===== src/rtl/pc_pkg.sv =====
// Shared types and default constants for the fetch-stage program-counter unit.
package pc_pkg;

    typedef enum logic [2:0] {
        SRC_SEQ    = 3'd0,
        SRC_BRANCH = 3'd1,
        SRC_JUMP   = 3'd2,
        SRC_ERET   = 3'd3,
        SRC_EXC    = 3'd4
    } redirect_src_e;

    typedef enum logic [0:0] {
        ST_IDLE    = 1'b0,
        ST_PENDING = 1'b1
    } pc_state_e;

    localparam int          DEF_ADDR_W       = 32;
    localparam logic [31:0] DEF_RESET_VECTOR = 32'h0000_0000;
    localparam logic [31:0] DEF_EXC_VECTOR   = 32'h8000_0180;
    localparam int          DEF_INSTR_BYTES  = 4;

endpackage


===== src/rtl/pc_redirect_sel.sv =====
// Purpose: priority encoder picking the redirect source and its target (exc > eret > jump > branch > seq).
// Latency: purely combinational, zero cycles.
// Backpressure: none; stall handling lives in the caller.
module pc_redirect_sel
    import pc_pkg::*;
#(
    parameter int                ADDR_W     = DEF_ADDR_W,
    parameter logic [ADDR_W-1:0] EXC_VECTOR = ADDR_W'(DEF_EXC_VECTOR)
) (
    input  logic              exc_valid,
    input  logic              eret_valid,
    input  logic              jump_valid,
    input  logic              branch_taken,
    input  logic [ADDR_W-1:0] epc,
    input  logic [ADDR_W-1:0] jump_target,
    input  logic [ADDR_W-1:0] branch_target,
    output redirect_src_e     src,
    output logic [ADDR_W-1:0] target
);

    always_comb begin
        src    = SRC_SEQ;
        target = '0;
        if (exc_valid) begin
            src    = SRC_EXC;
            target = EXC_VECTOR;
        end else if (eret_valid) begin
            src    = SRC_ERET;
            target = epc;
        end else if (jump_valid) begin
            src    = SRC_JUMP;
            target = jump_target;
        end else if (branch_taken) begin
            src    = SRC_BRANCH;
            target = branch_target;
        end
    end

endmodule


===== src/rtl/pc_unit.sv =====
// Purpose: fetch-stage PC with EPC ownership; a redirect seen during a stall is held until pc_write returns.
// Latency: one cycle from sampled redirect/enable to pc_out. Optional PC_ALIGN_CHECK_EN adds misaligned_fetch.
// Backpressure: pc_write=0 holds the PC; exceptions are taken regardless of pc_write.
module pc_unit
    import pc_pkg::*;
#(
    parameter int                ADDR_W       = DEF_ADDR_W,
    parameter logic [ADDR_W-1:0] RESET_VECTOR = ADDR_W'(DEF_RESET_VECTOR),
    parameter logic [ADDR_W-1:0] EXC_VECTOR   = ADDR_W'(DEF_EXC_VECTOR),
    parameter int                INSTR_BYTES  = DEF_INSTR_BYTES
) (
    input  logic              clock,
    input  logic              reset,
    input  logic              pc_write,
    input  logic              branch_taken,
    input  logic [ADDR_W-1:0] branch_target,
    input  logic              jump_valid,
    input  logic [ADDR_W-1:0] jump_target,
    input  logic              exc_valid,
    input  logic [ADDR_W-1:0] exc_pc,
    input  logic              eret_valid,
    output logic [ADDR_W-1:0] pc_out,
    output logic [ADDR_W-1:0] pc_next_seq,
    output logic [ADDR_W-1:0] epc_out,
    output logic              redirect_pending
`ifdef PC_ALIGN_CHECK_EN
    ,
    output logic              misaligned_fetch
`endif
);

    pc_state_e         state_q, state_d;
    logic [ADDR_W-1:0] pc_q, pc_d;
    logic [ADDR_W-1:0] epc_q, epc_d;
    logic [ADDR_W-1:0] pend_tgt_q, pend_tgt_d;
    logic              pc_load;
    redirect_src_e     sel_src;
    logic [ADDR_W-1:0] sel_tgt;

    pc_redirect_sel #(
        .ADDR_W     (ADDR_W),
        .EXC_VECTOR (EXC_VECTOR)
    ) u_sel (
        .exc_valid     (exc_valid),
        .eret_valid    (eret_valid),
        .jump_valid    (jump_valid),
        .branch_taken  (branch_taken),
        .epc           (epc_q),
        .jump_target   (jump_target),
        .branch_target (branch_target),
        .src           (sel_src),
        .target        (sel_tgt)
    );

    assign pc_next_seq = pc_q + ADDR_W'(INSTR_BYTES);

    always_comb begin
        state_d    = state_q;
        pc_d       = pc_q;
        epc_d      = epc_q;
        pend_tgt_d = pend_tgt_q;
        pc_load    = 1'b0;
        if (sel_src == SRC_EXC) begin
            pc_d    = sel_tgt;
            epc_d   = exc_pc;
            state_d = ST_IDLE;
            pc_load = 1'b1;
        end else if (state_q == ST_PENDING) begin
            // The held redirect is from an older instruction, so newer ones are dropped.
            if (pc_write) begin
                pc_d    = pend_tgt_q;
                state_d = ST_IDLE;
                pc_load = 1'b1;
            end
        end else if (pc_write) begin
            pc_d    = (sel_src == SRC_SEQ) ? pc_next_seq : sel_tgt;
            pc_load = 1'b1;
        end else if (sel_src != SRC_SEQ) begin
            pend_tgt_d = sel_tgt;
            state_d    = ST_PENDING;
        end
    end

    always_ff @(posedge clock) begin
        if (reset) begin
            state_q    <= ST_IDLE;
            pc_q       <= RESET_VECTOR;
            epc_q      <= '0;
            pend_tgt_q <= '0;
        end else begin
            state_q    <= state_d;
            pc_q       <= pc_d;
            epc_q      <= epc_d;
            pend_tgt_q <= pend_tgt_d;
        end
    end

    assign pc_out           = pc_q;
    assign epc_out          = epc_q;
    assign redirect_pending = (state_q == ST_PENDING);

`ifdef PC_ALIGN_CHECK_EN
    localparam logic [ADDR_W-1:0] ALIGN_MASK = ADDR_W'(INSTR_BYTES - 1);

    logic misaligned_q, misaligned_d;

    always_comb begin
        misaligned_d = misaligned_q;
        if (pc_load) begin
            misaligned_d = |(pc_d & ALIGN_MASK);
        end
    end

    always_ff @(posedge clock) begin
        if (reset) begin
            misaligned_q <= 1'b0;
        end else begin
            misaligned_q <= misaligned_d;
        end
    end

    assign misaligned_fetch = misaligned_q;
`else
    logic unused_load;
    assign unused_load = pc_load;
`endif

endmodule


===== config.mk =====
export PLATFORM = sky130hd
export DESIGN_NAME = pc_unit
export DESIGN_NICKNAME = d
export VERILOG_FILES = /design/src/rtl/pc_pkg.sv /design/src/rtl/pc_redirect_sel.sv /design/src/rtl/pc_unit.sv
export SDC_FILE = /design/constraint.sdc
export NUM_CORES = 1
export LEC_CHECK = 0
export CAP_MARGIN = 30
export CORE_UTILIZATION = 49
export DETAILED_ROUTE_END_ITERATION = 8
export PLACE_DENSITY = 0.95
export SKIP_CTS_REPAIR_TIMING = 1
export SLEW_MARGIN = 15
export SYNTH_ARGS = -nofsm -noshare
export SYNTH_HDL_FRONTEND = slang
export SYNTH_SLANG_ARGS = --single-unit

===== constraint.sdc =====
create_clock -name clock -period 3.35 [get_ports clock]
set_input_delay 0.5025 -clock clock [delete_from_list [all_inputs] [get_ports clock]]
set_output_delay 0.5025 -clock clock [all_outputs]
set_load 0.01 [all_outputs]

==> metrics.txt, run 1 <==
status=complete, no violations; P&R area growth vs syn=41.0%; Rows=38; sequential-to-total area share from yosys stat=35.2%; Peak VDD IR=202 uV; Placer Congestion=approximately 0.87; Fin Hold WS=0.456 ns; R2R depth=5; DP Area=about 7600 sq um; Max stage delay on crit path=0.57 ns; Post-Synthesis Cells=702; Worst Path Required=2.85 ns; dominant cell type by area after synthesis=dfxtp_1; most frequent cells in the layout=clkdlybuf4s50_1 (196), dfxtp_1 (97), nor2_1 (76); r2r startpoint=redirect_pending; core area=10900 sq um; Die ar.=between 10000 and 15000 sq um; CTS sink cnt=97; Yosys warnings=0; post-layout util=between 70% and 80%; Final Max Slew Viols=0; antenna violations before repair=0; number of diodes=0; CTS Root Cell=clkbuf_8; Die H=~110 microns; drt initial violations=roughly 730; startpoint types=flop; Starting Density=50.6%; hold depth=2; GR Util All Layers=33.0%; Synth Net Count=806; r2r setup slk=between 1 and 1.5 ns; layout cell share with drive strength beyond 1=6.93%; Setup CP Type=flop to output pin; Max Freq=312 MHz; total routed wirelength=19.4 mm; CTS tree=built; first-pass GRT wire length=29.6 mm; WHS Endpoint=pend_tgt_q[22]; ys async rst share=0%; syn_area_per_cell=approximately 7.9 sq um; Pwr Total=0.00251 W; routed len/inst=19.0 microns; Post-Syn Area=5510 sq um; filler cell count=between 700 and 800; vias in the first global route=5692; Synth top area share=35.2%; Min-Delay Startpoint=pend_tgt_q[22]; area of the multi-input gates=between 3000 and 4000 sq um; Clock Skews=between 0.015 and 0.02 ns; Clock Latency Late Sink=around 0.36 ns; fin nets=980; Hold WC Path Type=flop to flop; worst reg2reg endpoint=pc_out[10]; Max Cap Violations=0; leakage=2.80 nW; Post-synth EDFFs=0; setup_tns=0 ns; unrepaired setup endpoints after global routing=no; DR vias/cell=6.13; H-tree depth=3; P per Cell Area=323 nW/um^2; top_reg_cell synth=dfxtp_1; post-synthesis register bit count=97; leading post-synthesis cells by cell area=dfxtp_1 (35%), mux2i_1 (6.5%), a21oi_1 (5.3%); remaining global-route overflow=0; Clock Pin Slew Worst Setup and Hold Paths=0.10 ns; CP cell instances=nand4_4, or2_1, nor4_4, xor2_1, clkdlybuf4s50_1; commonest non-fill, non-tap cell in the layout=clkdlybuf4s50_1; Least-Margin Pin Slew=0.749 ns; clock tree buffer depth=2; fin crit period=3.21 ns; number of buffers added on ports=199; Seq. cell area=1940 sq um; final instance area=7770 sq um; count of cell types in the netlist=64; Worst EP arrival=about 2.7 ns; drt first pass iters=5; largest net degree at the start of global routing=about 70; DR vias=6256; Tcrit/Tclk final=95.7%; final hold viol count=0; slowest cell on the critical path=clkdlybuf4s50_1; Worst slew margin=50.1%; I/O pins=200; post-route ant nets=0; DIE WIDTH=108 microns; HPWL Detailed=14.3 mm; # DRC=0; critical-path maximum fanout=9; cts bufs inserted=9; # setup viols final=0; crit end category=output pin
[Yosys cell counts (3+ instances only)]
master / number
or4_1: 4
buf_4: 3
o31ai_1: 6
nor4_1: 13
nand4_1: 8
o22ai_1: 3
nor2_1: 76
nor3_1: 27
a221oi_1: 26
inv_1: 15
mux2i_1: 36
and3_1: 5
nor2b_1: 20
xnor2_1: 16
o2bb2ai_1: 3
clkbuf_1: 36
nand2b_1: 7
dfxtp_1: 97
a21oi_1: 58
or3_1: 3
o21ai_0: 37
o211ai_1: 4
nand3b_1: 6
a22oi_1: 16
buf_1: 3
nand3_1: 23
nand2_1: 68
nor3_2: 4
o21ai_1: 4
a211oi_1: 7
or2_1: 3
buf_2: 15
xor2_1: 11
[metal layers]
metal | track usage [%] | vias up | wire length [microns]
met2 | 51.5 | 464 | 8770
met1 | 43.9 | 2846 | 7670
met5 | 0 | - | 0
li1 | - | 2883 | -
met4 | 14.4 | 0 | 750
met3 | 6.75 | 63 | 2180
[flip-flops by register name, indices dropped and copies added, names as in the netlist]
register / count
pend_tgt_q: 32
epc_out: 32
redirect_pending: 1
pc_out: 32
[metrics by stage]
step / instances / setup WS [ns]
6_report: 1020 / 0.143
5_1_grt: 1020 / 0.00922
4_1_cts: 1020 / 0.0898
3_5_place_dp: 1005 / 0.488
3_3_place_gp: 1005 / 0.608
2_1_floorplan: 702 / 1.16
[cell families after synthesis]
kind of cell | after synthesis | share of synthesized area [%]
adders and majority gates | 1 | 0.227
AOI/OAI and AO/OA | 181 | 21.1
buffers and inverters | 73 | 5.65
muxes | 38 | 6.94
DFF | 97 | 35.2
and+or+nand+nor | 285 | 26.6
xor gates and xnor gates | 27 | 4.29
[how the worst max path moves through the flow]
stage / start / endpoint / cells past startpoint
2_1_floorplan: pc_out[2] / pc_next_seq[26] / 6
3_3_place_gp: pc_out[5] / pc_next_seq[17] / 5
3_5_place_dp: pc_out[4] / pc_next_seq[17] / 5
4_1_cts: pc_out[5] / pc_next_seq[17] / 5
5_1_grt: pc_out[2] / pc_next_seq[20] / 6
6_report: pc_out[5] / pc_next_seq[19] / 5
[report_power, final]
group | switching (W) | leakage [nW] | internal (W)
Combinational | 0.000274 | 1.92 | 0.000287
Sequential | 0.0000515 | 0.793 | 0.00120
Clock | 0.000408 | 0.0818 | 0.000289
[area by class of cell]
cell class / count / area share, %
repair buffers: 221 / 27.6
flip-flops and latches: 97 / 25.0
multi-input cells: 532 / 42.3
inverters: 15 / 0.724
clock buffers: 11 / 1.82
clock inverters: 4 / 0.370
well taps: 140 / 2.25
[critical path, delay by kind of cell, from the launching register on]
family | cells | cell delay, ns
flops | 1 | 0.51
xor+xnor | 1 | 0.23
simple gates | 3 | 1.03
buf+inv | 1 | 0.57
(Power assumes the default switching activity.)
==> run 2: changes to the inputs <==
Settings changed: CTS_CLUSTER_SIZE set to 8.
==> results of run 2 <==
The final DEF is identical to that of run 1; final timing and power are the same.
==> run 3: changes to the inputs <==
Settings changed: CORE_UTILIZATION 49 to 50, GPL_TIMING_DRIVEN set to 0, PLACE_DENSITY 0.95 to 0.94, SYNTH_HIERARCHICAL set to 1.
==> run 3 against run 2 <==
Global-route usage grew 3.6 points. Register-to-register slack worse by 0.06 ns. Sequential power about the same. Utilization up 2.0 points. Sequential share of layout area decreased by 3.1 points. Clock power grew 97%. Largest cell class unchanged. Maximum frequency down 1.9%.
==> metrics.txt, run 3 <==
status=complete, no violations; Starting Density=52.0%; Hold WC Path Type=flop to flop; post-layout util=between 70% and 80%; number of buffers added on ports=193; Clock Skews=0.0117 ns; ys async rst share=0%; Peak VDD IR=around 250 uV; Post-synth EDFFs=0; Pwr Total=~0.0035 W; sequential share of power=36.8%; largest net degree at the start of global routing=16; clock tree buffer depth=2; Int Pwr=0.00250 W; Clock power frac=between 30% and 40%; Yosys warnings=6; Clock Latency Late Sink=0.36 ns; P&R area growth vs syn=41.2%; dominant cell type by area after synthesis=dfxtp_1; P per Cell Area=390 nW/um^2; crit end category=output pin; Die H=around 110 microns; startpoint types=flop; Tcrit/Tclk final=approximately 98%; CTS tree=built; top_reg_cell synth=dfxtp_1; Worst EP arrival=between 2 and 3 ns; post-synthesis register bit count=97; I/O pins=200; drt first pass iters=6; Synth top area share=30.7%; leakage=3.00 nW; H-tree depth=3; non-filler cells, final=1220; Synth Net Count=approximately 950; remaining global-route overflow=0; Clock Pin Slew Worst Setup and Hold Paths=around 0.07 ns; total routed wirelength=24.1 mm; dpl cells=around 1200; cts bufs inserted=9; final hold viol count=0; first-pass GRT wire length=36.8 mm; critical-path maximum fanout=9; DIE WIDTH=between 100 and 150 microns; CTS Root Cell=clkbuf_16; Die ar.=between 10000 and 15000 sq um; Post-Syn Area=6320 sq um; Worst Path Required=around 2.9 ns; commonest non-fill, non-tap cell in the layout=clkdlybuf4s50_1; layout cell share with drive strength beyond 1=12.6%; most frequent cell after synthesis=nand2_1; sequential-to-total area share from yosys stat=30.7%; Synth top cells by count=nand2_1 (173), a21oi_1 (114), dfxtp_1 (97); DR vias/cell=6.12; Net Sw Frac=28.2%; vias in the first global route=6983; most frequent cells in the layout=clkdlybuf4s50_1 (192), nand2_1 (173), a21oi_1 (114); Setup CP Type=flop to output pin; fin nets=roughly 1200; Post-Synthesis Cells=842; fin crit period=3.27 ns; Final Max Slew Viols=0; GR Util All Layers=36.6%; leading post-synthesis cells by cell area=dfxtp_1 (31%), nand2_1 (10%), a21oi_1 (9.0%); core area=~12000 sq um; antenna violations before repair=0; # setup viols final=0; Placer Congestion=0.959; HPWL Detailed=18.0 mm; number of diodes=0; Least-Margin Pin Slew=0.814 ns; DR vias=around 7500; syn_area_per_cell=between 7 and 8 sq um; Comb power frac=a little under a quarter; post-route ant nets=0; CTS sink cnt=97; routed len/inst=19.8 microns; Fin Hold WS=0.462 ns; Rows=40; count of cell types in the netlist=67; Worst slew margin=45.8%; Max Cap Violations=0; drt initial violations=950; Max Freq=306 MHz; # DRC=0; Switching Power=0.000982 W
[run 3: cell types whose count changed in the layout (fill, tap and decap cells not counted), moves of 11 or more]
cell / delta
a21oi_1: +56
a21oi_2: +25
a221oi_1: -24
a221oi_2: +29
a22oi_1: -12
buf_1: +12
clkbuf_1: +33
inv_1: +32
mux2i_1: -32
nand2_1: +105
nand3b_1: +22
nor2_1: -45
nor2b_1: -18
nor3_1: -11
[run 3: layer usage]
layer | vias to the layer above | share of wire, % | track usage, % | wire, microns
met4 | 0 | 3.5 | 14.9 | 846
met2 | 556 | 46 | 60.2 | 11100
met1 | 3440 | 38 | 46.3 | 9160
met3 | 76 | 12 | 8.10 | 2980
met5 | - | 0 | 0 | 0
li1 | 3392 | - | - | -
[run 3: worst paths after layout]
| path | start | endpoint | slack, ns | cells after the start |
|---|---|---|---|---|
| worst min register to register | pend_tgt_q[8] | pend_tgt_q[8] | 0.46 | 2 |
| worst max register to register | redirect_pending | pc_out[12] | 0.96 | 7 |
| worst max-delay path | pc_out[19] | pc_next_seq[24] | 0.08 | 6 |
| worst min-delay path | pend_tgt_q[8] | pend_tgt_q[8] | 0.46 | 2 |
[run 3: cells by family (layout without fill, tap and decap cells)]
kind of cell / after synthesis / after routing / synth area share (%)
AND/OR/NAND/NOR: 338 / 338 / 27.1
AO/OA/AOI/OAI: 256 / 256 / 29.1
buffers and inverters: 124 / 334 / 9.04
flip-flops: 97 / 97 / 30.7
XOR/XNOR: 22 / 22 / 3.17
multiplexers: 4 / 4 / 0.633
adder cells (fa/ha/maj): 1 / 1 / 0.198
[run 3: final cells by class]
class / instances / area [sq um]
buffer: 74 / 388
clock buffer: 11 / 243
clock inverter: 5 / 150
fill: 925 / 3240
inverter: 48 / 180
multi-input combinational: 621 / 3850
sequential: 97 / 1950
tap: 168 / 210
timing repair buffer: 196 / 1960
[run 3: critical path, stage by stage (launching register included)]
cell	delay (ns)
dfxtp_1	0.52
nand2_1	0.18
or4_1	0.49
buf_2	0.19
nor3_2	0.23
xor2_2	0.22
clkdlybuf4s50_1	0.57
[run 3: stage by stage]
step           setup slack [ns]  area (sq um)  setup TNS, ns
2_1_floorplan             0.852          6320              0
3_3_place_gp             0.0901          8470              0
3_5_place_dp            -0.0393          8470        -0.0970
4_1_cts                  -0.167          8860         -0.461
5_1_grt                 -0.0491          8930        -0.0779
6_report                 0.0814          8930              0
[run 3: power groups by stage]
stage / Sequential, W / Clock [W] / Combinational (W)
final: 0.00128 / 0.00137 / 0.000829
after global routing: 0.00129 / 0.00141 / 0.000875
after CTS: 0.00128 / 0.00136 / 0.000812
after detailed placement: 0.00130 / 0 / 0.000803
after global placement: 0.00130 / 0 / 0.000790
after floorplan: 0.00131 / 0 / 0.000398
==> edit (config.mk and constraints of run 1) <==
Register the output `pc_next_seq`, with the module's reset; this adds one clock of latency there. The other outputs are not delayed to match.
--- a/src/rtl/pc_unit.sv
+++ b/src/rtl/pc_unit.sv
@@ -30,4 +30,6 @@
 );
 
+    logic [ADDR_W-1:0] pc_next_seq_d;
+
     pc_state_e         state_q, state_d;
     logic [ADDR_W-1:0] pc_q, pc_d;
@@ -53,5 +55,5 @@
     );
 
-    assign pc_next_seq = pc_q + ADDR_W'(INSTR_BYTES);
+    assign pc_next_seq_d = pc_q + ADDR_W'(INSTR_BYTES);
 
     always_comb begin
@@ -74,5 +76,5 @@
             end
         end else if (pc_write) begin
-            pc_d    = (sel_src == SRC_SEQ) ? pc_next_seq : sel_tgt;
+            pc_d    = (sel_src == SRC_SEQ) ? pc_next_seq_d : sel_tgt;
             pc_load = 1'b1;
         end else if (sel_src != SRC_SEQ) begin
@@ -126,4 +128,12 @@
 `endif
 
+    always_ff @(posedge clock) begin
+        if (reset) begin
+            pc_next_seq <= '0;
+        end else begin
+            pc_next_seq <= pc_next_seq_d;
+        end
+    end
+
 endmodule
 
Behaviour: not the same (Yosys sat finds a counterexample within 4 cycles, from zero or initial values and one cycle with reset high).
==> edit against run 1 <==
Via count rose by 8.0%; wire length rose by 5.7%; cell area rose by 16%; largest power group is now the clock network; area after synthesis rose by 15%; utilization rose by 0.096 points; cell count rose by 12%; sequential cell count rose by 32; setup slack improved by 0.85 ns; die area rose by 15%; largest cell class unchanged; critical endpoint is now pend_tgt_q[14]; critical path depth rose by 1; total power rose by 65%.
==> edit: results (changes against run 1) <==
stage;metric;value;unit;change
status;status;complete, no violations;;
routing;met2 WL;9.05;mm;+3.1%
placed_design;cell area reported after detailed placement;0.00839;mm^2;+11%
worst_hold_path;worst hold path type;input port to flip-flop;;
logic_synthesis;biggest area contributors in the synthesized netlist;dfxtp_1 41%, nor2_1 6.0%, mux2i_1 5.7%;;
critical_path;WP data arrival;2.65;ns;-0.05 ns
clock_network;clock insertion delay at the later pin of the skew report;0.42;ns;+0.06 ns
logic_synthesis;Post-Syn Nets;892;;+11%
critical_path;startpoint of the most critical register-to-register path;pc_out[2];;
logic_synthesis;top cells by count, synth;129 x dfxtp_1, 102 x nor2_1, 87 x nand2_1;;
timing;relative max-transition margin;56.6;%;+6.5 points
routing;starting DRC count in detailed routing;705;;-3.2%
grt;GR Layer Usage met2;47.8;%;-3.8 points
routing;mean routed wirelength per cell;17.9;um;-5.9%
pwr;static leakage power;0.00319;uW;+14%
pwr;maximum vdd drop;0.327;mV;+62%
logic_synthesis;number of distinct library cells after synthesis;66;;+3.1%
layout;Layout Nets;1065;;+8.7%
placed_design;last weighted congestion value of the routability-driven placer;0.911;;+4.6%
logic_synthesis;share of synthesized area occupied by flip-flops and latches;40.8;%;+5.6 points
critical_path;slowest cell delay on critical path;0.72;ns;+0.15 ns
logic_synthesis;average footprint of a synthesized cell;8.04;um^2;+2.3%
timing;Period Utilization, post-route;70.3;%;-25 points
critical_path;startpoint of the most critical setup path;branch_taken;;
critical_path;worst setup path endpoint;pend_tgt_q[14];;
grt;overall fraction of global-route tracks in use;31.1;%;-1.9 points
critical_path;logic depth of the worst register-to-register path;6;;+1
clock_network;Clock Tree Root;clkbuf_16;;
critical_path;library cell contributing the largest single delay on the critical path;or4_4;;
worst_hold_path;WHS Endpoint;pc_out[30];;
grt;met1 GRT Util;40.6;%;-3.3 points
timing;final worst clock skew;0.00708;ns;-0.00907 ns
grt;via count of the first global-routing pass;6183;;+8.6%
grt;maximum number of pins on one net before global-route repair;60;;-13%
critical_path;Max FO, Critical Path;16;;+7
timing;worst hold-check slack;0.348;ns;-0.108 ns
routing;detailed route wirelength on metal3;2.22;mm;+1.9%
## edit: power by group
part	switching (uW)	internal [uW]	total [uW]
sequential	52.6	1590	1640
clock	672	1280	1960
combinational	267	283	550
total	992	3160	4150
## edit: area by class of cell
type                       count  area, um^2
clock buffer                  23         468
fill                         938        3600
tap                          172         215
clock inverter                 9         155
inverter                      15        56.3
multi-input combinational    580        3420
sequential                   129        2580
timing repair buffer         218        2130
## edit: logic make-up after synthesis
logic type	synth area share (%)
fa+ha+maj	0.198
flops	40.8
xor+xnor	3.73
compound gates	19.0
mux	5.87
buf+inv	5.29
simple gates	25.1
## edit: worst reg2reg max path: cells and delay by family, from the launching register on
kind                       cells  cell delay [ns]
AOI/OAI and AO/OA              1             0.08
and+or+nand+nor                3             1.05
DFF                            1             0.51
muxes                          1             0.24
adders and majority gates      1             0.30
